### config.mk
export PLATFORM = sky130hd
export DESIGN_NAME = uart_hex_display_flat
export DESIGN_NICKNAME = d
export VERILOG_FILES = /design/src/rtl/uart_hex_display_if.sv /design/src/rtl/uart_hex_display.sv /design/src/flat_wrapper.sv
export SDC_FILE = /design/constraint.sdc
export NUM_CORES = 1
export LEC_CHECK = 0
export CAP_MARGIN = 30
export CELL_PAD_IN_SITES_DETAIL_PLACEMENT = 0
export CELL_PAD_IN_SITES_GLOBAL_PLACEMENT = 1
export CORE_UTILIZATION = 30
export DETAILED_ROUTE_END_ITERATION = 10
export PLACE_DENSITY_LB_ADDON = 0.1
export SLEW_MARGIN = 20
export SYNTH_ARGS = -nofsm -noshare
export SYNTH_HDL_FRONTEND = slang
export SYNTH_SLANG_ARGS = --single-unit
### constraint.sdc
create_clock -name clk -period 3.15 [get_ports clk]
set_input_delay 0.63 -clock clk [delete_from_list [all_inputs] [get_ports clk]]
set_output_delay 0.63 -clock clk [all_outputs]
set_load 0.05 [all_outputs]
### src/rtl/uart_hex_display_if.sv
// Received-byte bus between the UART receiver and the hex display.
// rx_valid is a one-cycle strobe that qualifies rx_data.
interface uart_hex_display_if;
    logic [7:0] rx_data;
    logic       rx_valid;

    modport master (output rx_data, output rx_valid);
    modport slave  (input  rx_data, input  rx_valid);
endinterface

### src/rtl/uart_hex_display.sv
// Collects received hex nibbles into a digit shift register and scans them onto a
// common-anode 7-segment display; the last received byte is mirrored for the LEDs.
module uart_hex_display #(
    parameter int NUM_DIGITS  = 4,
    parameter int REFRESH_DIV = 27000,
    parameter int ASCII_MODE  = 1
) (
    input  logic                  clk,
    input  logic                  reset,
    uart_hex_display_if.slave     rx,
    output logic [6:0]            seg_n,
    output logic                  dp_n,
    output logic [NUM_DIGITS-1:0] dig_n,
    output logic [7:0]            last_byte,
    output logic                  rx_err
);

    localparam int CNT_W = $clog2(REFRESH_DIV);
    localparam int IDX_W = $clog2(NUM_DIGITS);

    logic [4*NUM_DIGITS-1:0] digits_r, digits_s;
    logic [NUM_DIGITS-1:0]   lit_r, lit_s;
    logic [CNT_W-1:0]        scan_cnt_r;
    logic [IDX_W-1:0]        scan_idx_r;
    logic                    err_s;
    logic [4:0]              dec_s;
    logic [3:0]              cur_digit_s;
    logic [6:0]              seg_s;
    logic [NUM_DIGITS-1:0]   dig_s;
    logic                    dp_s;

    function automatic logic [6:0] hex_to_seg(input logic [3:0] v);
        case (v)
            4'h0: return 7'h40;
            4'h1: return 7'h79;
            4'h2: return 7'h24;
            4'h3: return 7'h30;
            4'h4: return 7'h19;
            4'h5: return 7'h12;
            4'h6: return 7'h02;
            4'h7: return 7'h78;
            4'h8: return 7'h00;
            4'h9: return 7'h10;
            4'hA: return 7'h08;
            4'hB: return 7'h03;
            4'hC: return 7'h46;
            4'hD: return 7'h21;
            4'hE: return 7'h06;
            4'hF: return 7'h0E;
            default: return 7'h7F;
        endcase
    endfunction

    // Returns {valid, nibble}; letters map by adding 9 to the low bits of 'A'..'F' / 'a'..'f'.
    function automatic logic [4:0] ascii_decode(input logic [7:0] c);
        if (c >= 8'h30 && c <= 8'h39) begin
            return {1'b1, c[3:0]};
        end else if ((c >= 8'h41 && c <= 8'h46) || (c >= 8'h61 && c <= 8'h66)) begin
            return {1'b1, c[3:0] + 4'd9};
        end else begin
            return 5'h00;
        end
    endfunction

    // Next digit/lit-mask contents and reject flag for the byte presented this cycle.
    always_comb begin
        digits_s = digits_r;
        lit_s    = lit_r;
        err_s    = 1'b0;
        dec_s    = ascii_decode(rx.rx_data);
        if (rx.rx_valid) begin
            if (ASCII_MODE != 0) begin
                if (dec_s[4]) begin
                    digits_s      = digits_r << 4;
                    digits_s[3:0] = dec_s[3:0];
                    lit_s         = lit_r << 1;
                    lit_s[0]      = 1'b1;
                end else if (rx.rx_data == 8'h0D || rx.rx_data == 8'h0A) begin
                    digits_s = '0;
                    lit_s    = '0;
                end else begin
                    err_s = 1'b1;
                end
            end else begin
                digits_s      = digits_r << 8;
                digits_s[7:0] = rx.rx_data;
                lit_s         = lit_r << 2;
                lit_s[1:0]    = 2'b11;
            end
        end else begin
            err_s = 1'b0;
        end
    end

    // Digit storage, lit-mask and the byte mirror.
    always_ff @(posedge clk or posedge reset) begin
        if (reset) begin
            digits_r  <= '0;
            lit_r     <= '0;
            last_byte <= 8'h00;
            rx_err    <= 1'b0;
        end else begin
            digits_r  <= digits_s;
            lit_r     <= lit_s;
            rx_err    <= err_s;
            if (rx.rx_valid) begin
                last_byte <= rx.rx_data;
            end
        end
    end

    // Refresh timer: each digit is held for REFRESH_DIV cycles before moving on.
    always_ff @(posedge clk or posedge reset) begin
        if (reset) begin
            scan_cnt_r <= '0;
            scan_idx_r <= '0;
        end else if (scan_cnt_r == CNT_W'(REFRESH_DIV - 1)) begin
            scan_cnt_r <= '0;
            scan_idx_r <= (scan_idx_r == IDX_W'(NUM_DIGITS - 1)) ? IDX_W'(0) : scan_idx_r + IDX_W'(1);
        end else begin
            scan_cnt_r <= scan_cnt_r + CNT_W'(1);
        end
    end

    // Segment/enable pattern for the digit under the scan pointer; unlit digits stay dark.
    always_comb begin
        cur_digit_s = digits_r[{scan_idx_r, 2'b00} +: 4];
        dig_s       = {NUM_DIGITS{1'b1}};
        seg_s       = 7'h7F;
        dp_s        = ~((scan_idx_r == IDX_W'(0)) && (&lit_r));
        if (lit_r[scan_idx_r]) begin
            dig_s[scan_idx_r] = 1'b0;
            seg_s             = hex_to_seg(cur_digit_s);
        end else begin
            dig_s = {NUM_DIGITS{1'b1}};
            seg_s = 7'h7F;
        end
    end

    // Enables and segments share one register stage so they switch together.
    always_ff @(posedge clk or posedge reset) begin
        if (reset) begin
            seg_n <= 7'h7F;
            dp_n  <= 1'b1;
            dig_n <= {NUM_DIGITS{1'b1}};
        end else begin
            seg_n <= seg_s;
            dp_n  <= dp_s;
            dig_n <= dig_s;
        end
    end

endmodule
### src/flat_wrapper.sv
// flat-port wrapper written by rule: the top's interface ports become plain ports
module uart_hex_display_flat 
#(
    parameter int NUM_DIGITS  = 4,
    parameter int REFRESH_DIV = 27000,
    parameter int ASCII_MODE  = 1
)
  (clk, reset, seg_n, dp_n, dig_n, last_byte, rx_err, rx_rx_data, rx_rx_valid);
  uart_hex_display_if rx_i ();
  input  logic clk;
  input  logic reset;
  output logic [6:0] seg_n;
  output logic dp_n;
  output logic [NUM_DIGITS-1:0] dig_n;
  output logic [7:0] last_byte;
  output logic rx_err;
  input wire logic [$bits(rx_i.rx_data)-1:0] rx_rx_data;
  input wire logic [$bits(rx_i.rx_valid)-1:0] rx_rx_valid;
  assign rx_i.rx_data = rx_rx_data;
  assign rx_i.rx_valid = rx_rx_valid;
  uart_hex_display #(.NUM_DIGITS(NUM_DIGITS), .REFRESH_DIV(REFRESH_DIV), .ASCII_MODE(ASCII_MODE)) u_core (.clk(clk), .reset(reset), .rx(rx_i), .seg_n(seg_n), .dp_n(dp_n), .dig_n(dig_n), .last_byte(last_byte), .rx_err(rx_err));
endmodule
======== Yosys cells after proc, flatten, opt, wreduce, memory -nomap -nowiden ========
Memory sizes are Yosys's and may differ from the RTL's.
Index checks and enable logic that the tools add are counted.
word-level totals
  output and inout bits ................... 21
  logic and storage cells ................. 56
  memories kept ........................... 1
  bits in registers ....................... 58
  bits in read-only memories .............. 112
memories
  name             words  width  read ports  clocked after memory_dff  write ports  line                    RTL
  (no name shown)  16     7      1           0                         0            uart_hex_display.sv:33  case (v)
operators by class
  bitwise logic cells ..................... 2
  $lt $le $gt $ge ......................... 8
  reduce and logical (&&, ||, !) cells .... 11
  eq/ne operators ......................... 4
  add/sub/neg operators ................... 3
  shift operators ......................... 1
  muxes and demuxes ....................... 17
operator list
  operator                                                                          number
  16-bit two-way mux                                                                2
  8-bit by 4-bit equality test with 1-bit output, second input constant             2
  8-bit by 7-bit >= comparator with 1-bit output, second input constant             2
  8-bit by 7-bit less-or-equal comparator with 1-bit output, second input constant  2
  16-bit by 5-bit variable part select with 4-bit output                            1
  15-bit by 1-bit adder with 15-bit output, second input constant                   1
  15-bit equality test, second input constant                                       1
  15-bit two-way mux                                                                1
  4-bit two-way mux                                                                 3
  5-bit two-way mux                                                                 2
  8-bit by 6-bit >= comparator with 1-bit output, second input constant             1
  8-bit by 6-bit less-or-equal comparator with 1-bit output, second input constant  1
  7-bit two-way mux                                                                 1
  1-bit logical AND                                                                 5
  1-bit two-way mux                                                                 5
  4-bit adder, second input constant                                                1
  4-bit NOT                                                                         1
  4-bit AND reduction                                                               1
  2-bit by 3-bit less-than comparator with 1-bit output, second input constant      1
  2-bit by 1-bit adder with 2-bit output, second input constant                     1
  1-bit binary-select mux with 2-bit select                                         1
  1-bit demux with 2-bit select                                                     1
  2-bit equality test, second input constant                                        1
  2-bit by 1-bit >= comparator with 1-bit output, second input constant             1
  other kinds (6)                                                                   7

======== Depth between registers and ports, before layout ========
Gate-level depths: netlist of run 1.
  depth in word-level cells ............... 7
  depth in mapped cells ................... 8
  gate-level depth less buffers ........... 7

======== Worst setup path after synthesis of run 1 ========
Ideal clock, no wire load.
  kind .................................... in2reg
  start point ............................. in rx_rx_data[1]
  end point ............................... reg u_core.digits_r[4]
  arrival time ............................ 1.950 ns
  slack ................................... 1.079 ns
  setup time .............................. 0.121 ns
  stages .................................. 8
  required time ........................... 3.029 ns
  cells stage by stage .................... inv_1 -> ha_1 -> nand2b_1 -> o211a_1 -> o21a_1 -> buf_4 -> buf_6 -> a22o_1
between the ends
  word-level cells in the longest chain between the ends .. 7
  elaborated cells on any way between the ends .. 18
  classes of those cells .................. 6 x order compare; 2 x eq/ne; 3 x mux; 7 x reduce/logical
RTL lines
  element                                                                                                                             line                     RTL
  from (decl)                                                                                                                         flat_wrapper.sv:17       input wire logic [$bits(rx_i.rx_data)-1:0] rx_rx_data;
  8-bit by 7-bit >= comparator with 1-bit output / 8-bit by 7-bit less-or-equal comparator with 1-bit output (equally long branches)  uart_hex_display.sv:58   end else if ((c >= 8'h41 && c <= 8'h46) || (c >= 8'h61 && c <= 8'h66)) begin
  1-bit logical AND                                                                                                                   uart_hex_display.sv:58
  1-bit logical OR                                                                                                                    uart_hex_display.sv:58
  5-bit two-way mux                                                                                                                   uart_hex_display.sv:58
  5-bit two-way mux                                                                                                                   uart_hex_display.sv:56   if (c >= 8'h30 && c <= 8'h39) begin
  2-bit nonzero test (no line)                                                                                                        n/a
  2-bit AND reduction (no line)                                                                                                       n/a
  to (signal assigned)                                                                                                                uart_hex_display.sv:103  digits_r <= digits_s;
  to (decl)                                                                                                                           uart_hex_display.sv:21   logic [4*NUM_DIGITS-1:0] digits_r, digits_s;
Several ways; a longest one is shown, not always the timed one.
A chain may end at the register's enable or synchronous reset.

======== Worst setup path in the final report of run 1 ========
  start point ............................. in rx_rx_data[0]
  end point ............................... reg u_core.digits_r[14]
The elaborated chain is that of the path after synthesis.

==> out/metrics.cfg, run 1 <==
[global_route]
grt_pass1_wl_mm=9.82
grt_usage_pct=12.5
overflow=0
antenna_found_initial=0
grt_pass1_vias=1996
grt_max_degree=33

[cts]
cts_tree=done
post_cts_buffers=0
numCtsBuffers=9
cts.sinks=58
cts-hold-fix-buffers=0
cts.path.max_buffers=2
cts_resized=0
clk_pin_slew_worst_paths_ns=0.06
clockRootBuffer=clkbuf_8
htree_levels=3
insertion_delay_ns=0.32

[worst_setup_path]
critical_path.startpoint=rx_rx_data[0]
worst-setup-path-type=in -> reg
crit_path_end_kind=flop
path_max_fanout=18
required_ns=3.41
cp.arrival_ns=2.78
rr_startpoint=u_core.scan_cnt_r[3]$_DFF_PP0_
crit_path_start_kind=input pin

[min_path]
min-delay-start=u_core.scan_cnt_r[0]$_DFF_PP0_
hp-class=reg -> reg

[sta]
slew_headroom_pct=50.5
whs_ns=0.463
fin_tns_setup_ns=0
worst_pin_slew_ns=0.738
min_period_ns=2.52
setup-violations-final=0
rsz0062_at_grt=no
post-route-period-util_pct=80.0
fin_worst_skew_ns=0.00801
fmax_mhz=397
drv_slew=0
hold_viol_final=0

[finish]
antenna_cells=0
final_util_pct=38.6
fin_nets=305
final_cells=413
area_delta_synth_final_pct=24.1
fill_cells=957
drive_above_1_share_pct=19.7

[drt]
wl_per_cell_um=13.5
vias=1948
drt-initial-drc-count=80
post-route-drc-count=0
ant_nets=0
totalWireLength_mm=5.59
firstDrtPassIters=4
viasPerCell=4.72

[power_and_ir_drop]
power_mw=2.38
power_density_nw_per_um2=664
peakVddDrop_v=0.000264
leakage_nw=1.55

[synthesis]
synth_cells=239
synthesis.area_um2=2890
synth_edf_count=0
ys_warn_count=0
synth_top_flop_cell=dfrtp_1
synth_seq_cells=58
async_flop_share_pct=100
ys_seq_area_share_pct=50.8
syn_nets=265
synth.lib_cells_used.distinct=54
syn_avg_cell_area_um2=12.1

[placed_design]
gp_routability_congestion=0.755
dp.cells=397
dp_hpwl_mm=3.87
io_buffers=31

[floorplan]
chipWidth_um=100
initial_core_util_pct=31.1
rows=35
dieArea_um2=10000
die_height_um=100
coreArea_um2=9280
io_pins=32

[flow_run]
cap_violations=0

[outcome]
status=finished clean

routing by layer:
layer | up-vias | routed length [µm] | track usage, %
li1 | 951 | - | -
met1 | 952 | 2890 | 17.4
met2 | 41 | 2490 | 18.8
met3 | 4 | 179 | 2.65
met4 | 0 | 41 | 5.69
met5 | - | 0 | 0
synth_stat cells, drive strengths merged (7+ instances only):
cell type  count  share of area [%]
a22o          18                5.5
dfrtp         46                 40
xor2           7                2.1
mux2          10                4.0
dfstp         12                 11
nor2          13                1.7
buf            9                2.3
nand3          9                1.6
ha            15                6.5
inv           10                1.3
nand2         18                2.3
metrics by stage:
stage | setup slack, ns | area, µm²
6_report | 0.631 | 3580
2_1_floorplan | 1.08 | 2890
3_3_place_gp | 0.276 | 3370
5_1_grt | 0.431 | 3580
4_1_cts | 0.638 | 3580
3_5_place_dp | 0.300 | 3370
cells in the final DEF, fill, tap and decap left out, drive strengths merged, types with 3 or more instances in the layout:
master | synthesis | layout
nand2 | 18 | 18
o21ai | 5 | 5
nor4 | 5 | 5
and3 | 3 | 3
dfrtp | 46 | 46
a21o | 3 | 3
nand3 | 9 | 9
xnor2 | 5 | 5
a22o | 18 | 18
mux2 | 10 | 10
xor2 | 7 | 7
nand4 | 3 | 3
o211ai | 3 | 3
buf | 9 | 9
a21oi | 3 | 3
clkdlybuf4s50 | 0 | 31
mux4 | 5 | 5
ha | 15 | 15
mux2i | 3 | 3
nand2b | 3 | 3
nor2 | 13 | 13
dfstp | 12 | 12
inv | 10 | 10
clkbuf | 2 | 11
worst max-delay path, cell delays in order:
cell and delay [ns]:
clkdlybuf4s50_1 0.45, inv_1 0.12, ha_1 0.17, o21bai_1 0.09, a21oi_1 0.46, o21a_1 0.61, a22o_1 0.25
path summary, 6_finish.rpt:
kind,slack (ns),to,cells past startpoint
max,0.63,u_core.digits_r[14]$_DFFE_PP0P_,7
max reg2reg,1.09,u_core.scan_idx_r[0]$_DFFE_PP0N_,3
min in group asynchronous,0.70,u_core.scan_cnt_r[0]$_DFF_PP0_,2
min,0.46,u_core.scan_cnt_r[0]$_DFF_PP0_,1
max in group asynchronous,1.79,u_core.seg_n[3]$_DFF_PP1_,3
min reg2reg,0.46,u_core.scan_cnt_r[0]$_DFF_PP0_,1
state kept, by name, summed over array words and instances, names as in the netlist:
signal,cells
u_core.scan_cnt_r,15
u_core.seg_n,7
u_core.rx_err,1
u_core.digits_r,16
u_core.dig_n,4
u_core.scan_idx_r,2
u_core.dp_n,1
u_core.lit_r,4
u_core.last_byte,8
power by group:
group	internal, mW	switching, mW	leakage [nW]
sequential	0.901	0.0736	0.713
combinational	0.265	0.385	0.726
clock	0.465	0.292	0.109
cell families (layout without fill, tap and decap cells):
logic type / after synthesis / count (layout) / synth area share [%]
AOI/OAI and AO/OA: 45 / 45 / 12.5
xor gates and xnor gates: 12 / 12 / 3.64
adders and majority gates: 15 / 15 / 6.50
buffers and inverters: 21 / 66 / 3.90
DFF: 58 / 58 / 50.8
muxes: 18 / 18 / 8.96
and+or+nand+nor: 70 / 70 / 13.7
cell type report:
cell class	instances	area [µm²]	area share, %
multi-input combinational	160	1310	36.5
timing repair buffer	40	390	10.9
clock inverter	5	77.6	2.16
sequential	58	1470	40.9
clock buffer	11	141	3.94
tap	129	161	4.50
inverter	10	37.5	1.05
(Power assumes the default switching activity.)
==> inputs of run 2 (changes only) <==
==> constraint.sdc (replaced) <==
create_clock -name clk -period 2.35 [get_ports clk]
set_input_delay 0.47 -clock clk [delete_from_list [all_inputs] [get_ports clk]]
set_output_delay 0.47 -clock clk [all_outputs]
set_load 0.05 [all_outputs]
==> run 2 against run 1 <==
  * Clock skew is 0.0014 ns higher
  * Utilization grew 1.4 points
  * First-iteration DRC count down 2.5%
  * Routed wire length rose by 3.5%
  * Die area unchanged
  * Clock power up 29%
  * Non-clock buffer count rose by 15
  * Critical path type unchanged
  * Largest power group unchanged
  * Highest routed layer unchanged
==> out/metrics.cfg, run 2 (synthesis gave the netlist of run 1 again) <==
[flow_run]
cap_violations=0

[global_route]
grt_max_degree=30
grt_usage_pct=13.0
overflow=0
antenna_found_initial=0
grt_pass1_wl_mm=9.98
grt_pass1_vias=2026

[floorplan]
coreArea_um2=9280
dieArea_um2=10000
io_pins=32
die_height_um=100
chipWidth_um=100
initial_core_util_pct=31.1
rows=35

[sta]
fin_tns_setup_ns=0
fin_worst_skew_ns=0.00937
worst_pin_slew_ns=0.554
min_period_ns=2.16
hold_viol_final=0
setup-violations-final=0
rsz0062_at_grt=no
fmax_mhz=464
worst_slack_ns=0.194
post-route-period-util_pct=91.7
slew_headroom_pct=63.1
drv_slew=0

[cts]
insertion_delay_ns=0.33
cts_tree=done
cts.sinks=58
clockRootBuffer=clkbuf_8
cts.path.max_buffers=2
cts-hold-fix-buffers=0
htree_levels=3
numCtsBuffers=9
clk_pin_slew_worst_paths_ns=0.07

[drt]
firstDrtPassIters=5
drt-initial-drc-count=78
wl_per_cell_um=13.5
viasPerCell=4.68
post-route-drc-count=0
ant_nets=0
vias=2002
totalWireLength_mm=5.79

[worst_setup_path]
cp.arrival_ns=2.37
crit_path_end_kind=flop
path_max_fanout=18
worst-setup-path-type=in -> reg
required_ns=2.56
r2r_slack_ns=0.34
crit_path_start_kind=input pin

[placed_design]
gp_routability_congestion=0.776
io_buffers=31
dp.cells=411
dp_slack_ns=-0.321
dp_hpwl_mm=4.12

[finish]
antenna_cells=0
final_cell_mix=46 x dfrtp_1, 31 x clkdlybuf4s50_1, 21 x buf_4
drive_above_1_share_pct=24.1
reg.largest.list=u_core.digits_r x16, u_core.scan_cnt_r x15, u_core.last_byte x8
max_flop_register=u_core.digits_r
layout_commonest_cell=dfrtp_1
largest_register_ffs=16
final_cells=428
fin_nets=320
fill_cells=936
final_util_pct=40.0
area_delta_synth_final_pct=28.7

[power_and_ir_drop]
power_density_nw_per_um2=854
leakage_nw=1.64
combPwrFrac_pct=28.0
p_int_mw=2.15
seqPwrFrac_pct=41.3
pwr-share-clk_pct=30.7
power_mw=3.17
peakVddDrop_v=0.000316
power_switching_mw=1.02
swShare_pct=32.3

[outcome]
status=finished clean

[min_path]
hp-class=in -> async

## run 2: metal layers
metal | routed length (µm) | GRT usage (%) | up-vias
li1 | - | - | 985
met1 | 2940 | 17.6 | 973
met2 | 2570 | 19.4 | 42
met5 | 0 | 0 | -
met4 | 31 | 3.79 | 0
met3 | 245 | 4.81 | 2
## run 2: power by group through the flow
stage	logic (mW)	clock network, mW	registers (mW)
3_3_place_gp	0.894	0	1.33
5_1_grt	0.956	1.06	1.33
2_1_floorplan	0.362	0	1.59
3_5_place_dp	0.895	0	1.32
4_1_cts	0.898	1.01	1.31
6_report	0.889	0.975	1.31
## run 2: worst max-delay path, cell delays in order
cell	delay (ns)
clkdlybuf4s50_1	0.47
inv_1	0.06
ha_1	0.20
nand2b_1	0.16
o211a_1	0.26
buf_4	0.15
o21a_1	0.21
buf_12	0.16
a22o_1	0.23
## run 2: cell type report
| type | instances | area [µm²] | share of cell area, % |
|---|---|---|---|
| timing repair buffer | 55 | 528 | 14.2 |
| inverter | 10 | 37.5 | 1.01 |
| tap | 129 | 161 | 4.34 |
| multi-input combinational | 160 | 1310 | 35.2 |
| clock buffer | 12 | 165 | 4.44 |
| sequential | 58 | 1470 | 39.4 |
| clock inverter | 4 | 48.8 | 1.31 |
## run 2: path summary, 6_finish.rpt
kind	start	end	cells past startpoint
worst max-delay path	rx_rx_data[1]	u_core.digits_r[4]$_DFFE_PP0P_	9
worst min-delay path	reset	u_core.last_byte[7]$_DFFE_PP0P_	2
worst max register to register	u_core.scan_idx_r[0]$_DFFE_PP0N_	u_core.seg_n[3]$_DFF_PP1_	7
worst min register to register	u_core.scan_cnt_r[0]$_DFF_PP0_	u_core.scan_cnt_r[0]$_DFF_PP0_	1
max in group asynchronous	reset	u_core.seg_n[1]$_DFF_PP1_	3
min in group clk	u_core.scan_cnt_r[0]$_DFF_PP0_	u_core.scan_cnt_r[0]$_DFF_PP0_	1
## run 2: timing repair
item / CTS / global route
gates resized for setup: 0 / 0
setup buffers: 0 / 1
endpoints found under the setup margin: 0 / 18
## run 2: stage by stage
stage / instance area, µm² / hold slack [ns]
floorplan: 2890 / 0.429
global placement: 3480 / 0.453
detailed placement: 3480 / 0.454
CTS: 3700 / 0.464
global route: 3720 / 0.476
finish: 3720 / 0.458
